[src/rtl/clock_set_pkg.sv]
// Shared types and constants for the clock mode controller.
package clock_set_pkg;

  typedef enum logic [1:0] {
    RUN     = 2'd0,
    SET_HR  = 2'd1,
    SET_MIN = 2'd2,
    SET_SEC = 2'd3
  } mode_e;

  // blink_mask bit positions, 1 = blank that field
  localparam int unsigned BLK_HR  = 2;
  localparam int unsigned BLK_MIN = 1;
  localparam int unsigned BLK_SEC = 0;

endpackage

[src/rtl/rise_det.sv]
// One-bit rising-edge detector; history loads the input during reset so
// levels already high at reset release never look like an edge.
module rise_det (
  input  logic clk,
  input  logic reset,
  input  logic d,
  output logic rise_c
);

  logic d_q;

  always_ff @(posedge clk) begin
    d_q <= d;
  end

  assign rise_c = d & ~d_q & ~reset;

endmodule

[src/rtl/clock_set_ctrl.sv]
// Mode controller and 1 Hz time base for the digital clock.
// Optional build macro CLOCK_SET_CTRL_AUTOREPEAT_EN: held key_inc repeats
// hour/minute increments once per prescaler wrap.
module clock_set_ctrl
  import clock_set_pkg::*;
#(
  parameter int unsigned TICK_DIV = 50_000_000
) (
  input  logic       clk,
  input  logic       reset,
  input  logic       key_mode,
  input  logic       key_inc,
  input  logic       sec_co,
  input  logic       min_co,
  output logic       sec_en,
  output logic       min_inc,
  output logic       hr_inc,
  output logic       sec_clr,
  output logic [1:0] mode,
  output logic [2:0] blink_mask
);

  localparam int unsigned CNT_W = $clog2(TICK_DIV);
  localparam logic [CNT_W-1:0] CNT_MAX  = CNT_W'(TICK_DIV - 1);
  localparam logic [CNT_W-1:0] CNT_HALF = CNT_W'(TICK_DIV / 2);

  mode_e            state_q, state_d;
  logic [CNT_W-1:0] cnt_q, cnt_d;
  logic             sec_en_d, min_inc_d, hr_inc_d, sec_clr_d;
  logic [2:0]       blink_d;
  logic             wrap_c, inc_ok_c, rep_c, phase_d;
  logic             mode_rise_c, inc_rise_c, sec_rise_c, min_rise_c;

  rise_det u_mode_det (.clk(clk), .reset(reset), .d(key_mode), .rise_c(mode_rise_c));
  rise_det u_inc_det  (.clk(clk), .reset(reset), .d(key_inc),  .rise_c(inc_rise_c));
  rise_det u_sec_det  (.clk(clk), .reset(reset), .d(sec_co),   .rise_c(sec_rise_c));
  rise_det u_min_det  (.clk(clk), .reset(reset), .d(min_co),   .rise_c(min_rise_c));

`ifdef CLOCK_SET_CTRL_AUTOREPEAT_EN
  logic rep_arm_q, rep_arm_d, rep_field_c;

  // Armed by an accepted key_inc edge in SET_HR/SET_MIN, dropped on release or mode change
  always_comb begin
    rep_field_c = (state_q == SET_HR) || (state_q == SET_MIN);
    rep_arm_d   = 1'b0;
    if (rep_field_c && !mode_rise_c && key_inc) begin
      rep_arm_d = rep_arm_q | inc_rise_c;
    end
    rep_c = rep_field_c & rep_arm_q & key_inc & wrap_c & ~mode_rise_c;
  end

  always_ff @(posedge clk) begin
    if (reset) begin
      rep_arm_q <= 1'b0;
    end else begin
      rep_arm_q <= rep_arm_d;
    end
  end
`else
  assign rep_c = 1'b0;
`endif

  assign wrap_c   = (cnt_q == CNT_MAX);
  assign inc_ok_c = inc_rise_c & ~mode_rise_c;

  always_comb begin
    state_d   = state_q;
    cnt_d     = wrap_c ? '0 : cnt_q + CNT_W'(1);
    sec_en_d  = 1'b0;
    min_inc_d = 1'b0;
    hr_inc_d  = 1'b0;
    sec_clr_d = 1'b0;
    blink_d   = '0;

    if (mode_rise_c) begin
      case (state_q)
        RUN:     state_d = SET_HR;
        SET_HR:  state_d = SET_MIN;
        SET_MIN: state_d = SET_SEC;
        default: begin
          state_d = RUN;
          cnt_d   = '0;
        end
      endcase
    end

    // Pulses depend on the current state, so a carry in the RUN->SET_HR cycle still passes
    case (state_q)
      RUN: begin
        sec_en_d  = wrap_c;
        min_inc_d = sec_rise_c;
        hr_inc_d  = min_rise_c;
      end
      SET_HR:  hr_inc_d  = inc_ok_c | rep_c;
      SET_MIN: min_inc_d = inc_ok_c | rep_c;
      default: sec_clr_d = inc_ok_c;
    endcase

    phase_d = (cnt_d >= CNT_HALF);
    case (state_d)
      SET_HR:  blink_d[BLK_HR]  = phase_d;
      SET_MIN: blink_d[BLK_MIN] = phase_d;
      SET_SEC: blink_d[BLK_SEC] = phase_d;
      default: blink_d = '0;
    endcase
  end

  always_ff @(posedge clk) begin
    if (reset) begin
      state_q    <= RUN;
      cnt_q      <= '0;
      sec_en     <= 1'b0;
      min_inc    <= 1'b0;
      hr_inc     <= 1'b0;
      sec_clr    <= 1'b0;
      blink_mask <= '0;
    end else begin
      state_q    <= state_d;
      cnt_q      <= cnt_d;
      sec_en     <= sec_en_d;
      min_inc    <= min_inc_d;
      hr_inc     <= hr_inc_d;
      sec_clr    <= sec_clr_d;
      blink_mask <= blink_d;
    end
  end

  assign mode = state_q;

endmodule
[config.mk]
export PLATFORM = sky130hd
export DESIGN_NAME = clock_set_ctrl
export DESIGN_NICKNAME = d
export VERILOG_FILES = /design/src/rtl/clock_set_pkg.sv /design/src/rtl/rise_det.sv /design/src/rtl/clock_set_ctrl.sv
export SDC_FILE = /design/constraint.sdc
export NUM_CORES = 1
export LEC_CHECK = 0
export CORE_AREA = 2 2 74 55
export CTS_CLUSTER_SIZE = 20
export DETAILED_ROUTE_END_ITERATION = 6
export DIE_AREA = 0 0 76 57
export PLACE_DENSITY = 0.87
export RECOVER_POWER = 25
export SLEW_MARGIN = 20
export SYNTH_ARGS = -nofsm -noshare
export SYNTH_HDL_FRONTEND = slang
export SYNTH_SLANG_ARGS = --single-unit
[constraint.sdc]
create_clock -name clk -period 3.6 [get_ports clk]
set_clock_uncertainty 0.05 [all_clocks]
set_input_delay 0.72 -clock clk [delete_from_list [all_inputs] [get_ports clk]]
set_output_delay 0.72 -clock clk [all_outputs]
set_load 0.01 [all_outputs]
== Word level (Yosys, flattened, before mapping) ==
Index checks and enable logic that the tools add are counted.

* Bits in registers: 39
* Output and inout port bits: 9
* Bits of input ports: 6
* Word-level logic and storage cells: 54

* Multiplexer cells: 7
* Add/subtract/negate cells: 1
* Order comparisons: 1
* Bitwise gates (word level): 19
* Eq/ne operators: 6
* Reductions and logical operators: 7

{| class="wikitable"
|+ Operators with widths
! operator !! count
|-
| $mux 26 || 3
|-
| $add 26x1->26 const B || 1
|-
| $eq 26x26->1 const B || 1
|-
| $ge 26x25->1 const B || 1
|-
| $not 1->1 || 10
|-
| $and 1x1->1 || 9
|-
| $reduce_or 2->1 || 4
|-
| $eq 2x2->1 const B || 3
|-
| $pmux 2 s3 || 1
|-
| $eq 2x1->1 const B || 2
|-
| $pmux 1 s2 || 2
|-
| $reduce_or 4->1 || 1
|-
| $reduce_or 3->1 || 1
|-
| $logic_not 2->1 || 1
|-
| $mux 2 || 1
|}

== Longest topological paths before layout ==
* Depth after elaboration: 7
* Depth in mapped cells: 9
* Mapped depth without buffers: 8

== By module ==
A second synthesis with hierarchy kept.

* Cell total of the unflattened synthesis: 241
* Area, all modules: 2072.0 µm²

{| class="wikitable"
|+ Modules (own cells, without submodules)
! module !! times used !! cells each !! sequential area each (µm²) !! area each (µm²)
|-
| clock_set_ctrl || 1 || 233 || 700.7 || 1941.9
|-
| rise_det || 4 || 2 || 20.0 || 32.5
|}

== Worst setup path before layout ==
No wires, ideal clock.

* Path type: input port to flip-flop
* Start point: input port reset
* End point: register cnt_q[14]
* Arrival time: 2.021 ns
* Buffers on the path: 3
* Required time: 3.422 ns
* Cell stages on the path: 8
* Path slack: 1.402 ns
* Library setup time: 0.128 ns
* Cells stage by stage: clkbuf_1 nor3b_1 nand2_1 a21boi_2 nand2b_1 clkbuf_1 clkbuf_1 nor2_1

* Longest elaborated chain between the ends: 3

{| class="wikitable"
|+ RTL lines
! element !! line !! RTL
|-
| start: declaration || clock_set_ctrl.sv:10 || <nowiki>input logic reset,</nowiki>
|-
| $not 1->1 || rise_det.sv:16 || <nowiki>assign rise_c = d & ~d_q & ~reset;</nowiki>
|-
| $and 1x1->1 || rise_det.sv:16 ||
|-
| $mux 26 || clock_set_ctrl.sv:75 || <nowiki>if (mode_rise_c) begin</nowiki>
|-
| end signal: assignment || clock_set_ctrl.sv:119 || <nowiki>cnt_q <= cnt_d;</nowiki>
|-
| end: declaration || clock_set_ctrl.sv:28 || <nowiki>logic [CNT_W-1:0] cnt_q, cnt_d;</nowiki>
|}

Several ways; a longest one is shown, not always the timed one.
A chain may end at the register's enable or synchronous reset.

== Worst setup path after layout ==
* Start point: input port reset
* End point: register cnt_q[25]

Same word-level chain as after synthesis.

==> flow_results.xml <==
<?xml version="1.0" encoding="UTF-8"?>
<metrics>
  <group name="synthesis">
    <metric name="synthesis.area_per_instance" unit="um^2">8.743</metric>
    <metric name="synth_top_area_share" unit="%">37.68</metric>
    <metric name="synth.yosys.seq_area_share" unit="%">37.68</metric>
    <metric name="number_of_synthesized_register_bits" unit="">39</metric>
    <metric name="synth_async_sr_flop_share" unit="%">0</metric>
    <metric name="post_synthesis_net_count" unit="">249</metric>
    <metric name="synth_cells" unit="">237</metric>
    <metric name="yosys.area.top_type" unit="">dfxtp_1</metric>
    <metric name="netlist_area" unit="um^2">2072</metric>
    <metric name="ys_dominant_reg_cell" unit="">dfxtp_1</metric>
    <metric name="synth.lib_cells_used.distinct" unit="">55</metric>
    <metric name="synth-edff-count" unit="">0</metric>
    <metric name="yosys-top-cells-area" unit="">dfxtp_1, nor2_1, xnor2_1</metric>
    <metric name="yosys_warnings" unit="">0</metric>
  </group>
  <group name="drt">
    <metric name="dr_wl_met2" unit="mm">1.976</metric>
    <metric name="drt.antenna.violating_nets" unit="">0</metric>
    <metric name="top_signal_layer_used" unit="">met4</metric>
    <metric name="drt_pass1_iterations" unit="">4</metric>
    <metric name="route.detailed.wl_per_inst" unit="um">14.47</metric>
    <metric name="routed-wl-met3" unit="um">349</metric>
    <metric name="drt_iter0_markers" unit="">130</metric>
    <metric name="via_count" unit="">1786</metric>
    <metric name="totalWireLength" unit="mm">4.356</metric>
    <metric name="final_routed_drc_violation_total" unit="">0</metric>
    <metric name="post_dr_vias_cell" unit="">5.934</metric>
    <metric name="met1_length" unit="mm">1.948</metric>
  </group>
  <group name="floorplanning">
    <metric name="fp.dieW" unit="um">76</metric>
    <metric name="design.portCount" unit="">15</metric>
    <metric name="dieArea" unit="um^2">4332</metric>
    <metric name="rows" unit="">19</metric>
    <metric name="design.core.area" unit="um^2">3685</metric>
    <metric name="initial_core_util" unit="%">56.23</metric>
    <metric name="die_height" unit="um">57</metric>
  </group>
  <group name="worst_setup_path">
    <metric name="crit_path_cell_trace" unit="">dlygate4sd3_1, nor3b_1, nand2_1, a21boi_2, nand2b_1, buf_4, nor2b_1</metric>
    <metric name="worst-endpoint-arrival" unit="ns">2.78</metric>
    <metric name="required" unit="ns">3.74</metric>
    <metric name="worstSetupPathType" unit="">in2reg</metric>
    <metric name="critical_path.endpoint_type" unit="">register</metric>
    <metric name="start_kind" unit="">input pin</metric>
    <metric name="slowest_stage" unit="">dlygate4sd3_1</metric>
    <metric name="cp.buffers_inverters" unit="">2</metric>
    <metric name="worstReg2RegStart" unit="">cnt_q[0]</metric>
    <metric name="cpPeakStageDelay" unit="ns">0.67</metric>
    <metric name="crit_path_start" unit="">reset</metric>
    <metric name="timing.critical_path.fanout_max" unit="">14</metric>
    <metric name="critical-path-top-delay-family" unit="">buffers and inverters</metric>
  </group>
  <group name="cells_and_area">
    <metric name="areaGrowthSynthToFinish" unit="%">11.71</metric>
    <metric name="fin_nets" unit="">260</metric>
    <metric name="largest_register" unit="">cnt_q</metric>
    <metric name="layout.core_utilization" unit="%">62.82</metric>
    <metric name="antenna-diode-count" unit="">0</metric>
    <metric name="largest_register_ffs" unit="">26</metric>
    <metric name="drive_gt1_share" unit="%">9.237</metric>
  </group>
  <group name="global_routing">
    <metric name="grt_pass1_wl" unit="mm">7.521</metric>
    <metric name="antenna_violations_before_repair" unit="">0</metric>
    <metric name="grt_start_max_net_pins" unit="">15</metric>
    <metric name="globalRouteOverflowTotal" unit="">0</metric>
    <metric name="groute.usage.overall" unit="%">22.05</metric>
    <metric name="first_global_vias" unit="">1627</metric>
  </group>
  <group name="power">
    <metric name="power_leakage" unit="nW">0.8133</metric>
    <metric name="sw_frac_of_total" unit="%">22.60</metric>
    <metric name="switching_power" unit="mW">0.1729</metric>
    <metric name="power_density" unit="nW/um^2">330.6</metric>
    <metric name="worst_ir_drop_vdd" unit="V">0.0002564</metric>
    <metric name="p_clk_share" unit="%">36.8</metric>
    <metric name="cell_internal_pwr" unit="mW">0.5924</metric>
    <metric name="comb_power_share" unit="%">5.1</metric>
    <metric name="seqPwrFrac" unit="%">58.1</metric>
  </group>
  <group name="sta">
    <metric name="max_slew_margin" unit="%">64.98</metric>
    <metric name="finalCritPeriodShare" unit="%">73.32</metric>
    <metric name="unrepaired_setup_endpoints_after_global_routing" unit="">no</metric>
    <metric name="tightest_slew" unit="ns">0.5205</metric>
    <metric name="hold_viol" unit="">0</metric>
    <metric name="report.final.slew_viol_count" unit="">0</metric>
    <metric name="final.min_clock_period" unit="ns">2.640</metric>
    <metric name="timing.setup.tns" unit="ns">0</metric>
    <metric name="setup_viol" unit="">0</metric>
    <metric name="achievable-frequency" unit="MHz">378.8</metric>
  </group>
  <group name="clock_tree">
    <metric name="clock_tree.root_cell" unit="">clkbuf_8</metric>
    <metric name="tritoncts" unit="">done</metric>
    <metric name="cts_max_path_buffers" unit="">2</metric>
    <metric name="cts_buffers" unit="">5</metric>
    <metric name="clkLatencyLatePin" unit="ns">0.29</metric>
    <metric name="post_cts_hold_buffer_count" unit="">0</metric>
    <metric name="cts_htree_levels" unit="">2</metric>
    <metric name="ctsResizeCount" unit="">0</metric>
    <metric name="cts.reportedPaths.clkPinSlew" unit="ns">0.07</metric>
    <metric name="post-cts-setup-buffers" unit="">0</metric>
    <metric name="cts_sinks" unit="">39</metric>
  </group>
  <group name="placed_design">
    <metric name="port-buffer-count" unit="">14</metric>
    <metric name="dpl.hpwl" unit="mm">3.221</metric>
    <metric name="finalWeightedCongestion" unit="">0.9331</metric>
  </group>
  <group name="job">
    <metric name="drv.max_cap_violation_count" unit="">0</metric>
  </group>
  <group name="hold_path">
    <metric name="hold_path_startpoint" unit="">cnt_q[0]</metric>
    <metric name="timing.hold.worst.class" unit="">reg2reg</metric>
  </group>
  <group name="status">
    <metric name="status" unit="">complete, no violations</metric>
  </group>
</metrics>
==> worst paths after layout <==
kind | end | slack, ns | depth (start not counted)
worst max-delay path | cnt_q[25] | 0.96 | 7
worst min-delay path | cnt_q[0] | 0.41 | 1
worst max register to register | blink_mask[1] | 1.23 | 7
worst min register to register | cnt_q[0] | 0.41 | 1
==> power by group through the flow <==
stage	Combinational, mW	Sequential, mW	Clock (mW)
5_1_grt	0.0428	0.445	0.306
2_1_floorplan	0.0246	0.453	0
4_1_cts	0.0400	0.445	0.288
6_report	0.0388	0.445	0.282
3_5_place_dp	0.0398	0.454	0
3_3_place_gp	0.0384	0.454	0
==> layout by cell type (no fill, tap or decap), types with 3 or more instances in the layout <==
cell and instances:
and3_1 7, and4_1 5, clkbuf_8 5, clkdlybuf4s50_1 6, dfxtp_1 39, dlygate4sd3_1 8
ha_1 6, inv_1 8, nand2_1 13, nand3_1 12, nand4_1 9, nor2_1 33
nor2b_1 4, nor3_1 5, nor3b_1 5, nor4_1 5, o211ai_1 3, o21ai_0 3
o21ai_1 4, xnor2_1 11, xor2_1 9
==> metrics by stage <==
stage                     total power [mW]  std cells  area, um^2  setup WS, ns  hold slack (ns)
after detailed placement            0.4943        293        2233        0.7535           0.3945
after global routing                0.7943        301        2315        0.8805           0.4522
final                               0.7653        301        2315        0.9603           0.4066
after CTS                           0.7727        301        2315         1.059           0.4105
after global placement              0.4924        293        2233        0.8326           0.3840
after floorplan                     0.4778        237        2072         1.402           0.3755
==> worst reg2reg max path, stage by stage, from the launching register on <==
cell,delay (ns)
dfxtp_1,0.36
ha_1,0.36
and4_1,0.45
a21boi_0,0.14
o21ai_0,0.26
a311oi_1,0.15
a32oi_1,0.37
o21ai_1,0.12
==> cell type report <==
class / count / area, um^2
fill: 314 / 1370
tap: 52 / 65.06
multi-input combinational: 179 / 1210
inverter: 8 / 30.03
clock inverter: 1 / 5.005
sequential: 39 / 780.7
clock buffer: 7 / 76.32
timing repair buffer: 15 / 147.6
==> logic make-up after synthesis <==
group                    Yosys count  synth area share, %
AO/OA/AOI/OAI                     31                12.08
XOR/XNOR                          20                8.454
adder cells (fa/ha/maj)            6                3.623
buffers and inverters             19                3.925
flip-flops                        39                37.68
multiplexers                       2                1.027
AND/OR/NAND/NOR                  120                33.21
==> cell usage after synthesis, types with 2 or more instances <==
| library cell | n |
|---|---|
| a21boi_2 | 2 |
| a21oi_1 | 2 |
| a2bb2oi_1 | 2 |
| a32o_1 | 2 |
| and2_1 | 2 |
| and3_1 | 7 |
| and3_2 | 2 |
| and4_1 | 5 |
| and4b_1 | 2 |
| buf_2 | 2 |
| clkbuf_1 | 5 |
| clkbuf_2 | 3 |
| dfxtp_1 | 39 |
| ha_1 | 6 |
| inv_1 | 8 |
| nand2_1 | 13 |
| nand2b_1 | 2 |
| nand3_1 | 12 |
| nand3_2 | 2 |
| nand4_1 | 9 |
| nor2_1 | 33 |
| nor2b_1 | 4 |
| nor3_1 | 5 |
| nor3b_1 | 5 |
| nor4_1 | 5 |
| nor4b_1 | 2 |
| o211ai_1 | 3 |
| o21a_1 | 2 |
| o21ai_0 | 3 |
| o21ai_1 | 4 |
| or3_1 | 2 |
| xnor2_1 | 11 |
| xor2_1 | 9 |
==> routing by layer <==
layer  up-vias  global-route usage (%)
met4         0                   8.312
met1       841                   28.74
li1        869                       -
met5         -                       0
met2        67                   35.71
met3         9                   6.013
Note: power is estimated with default switching activity, not from simulation.
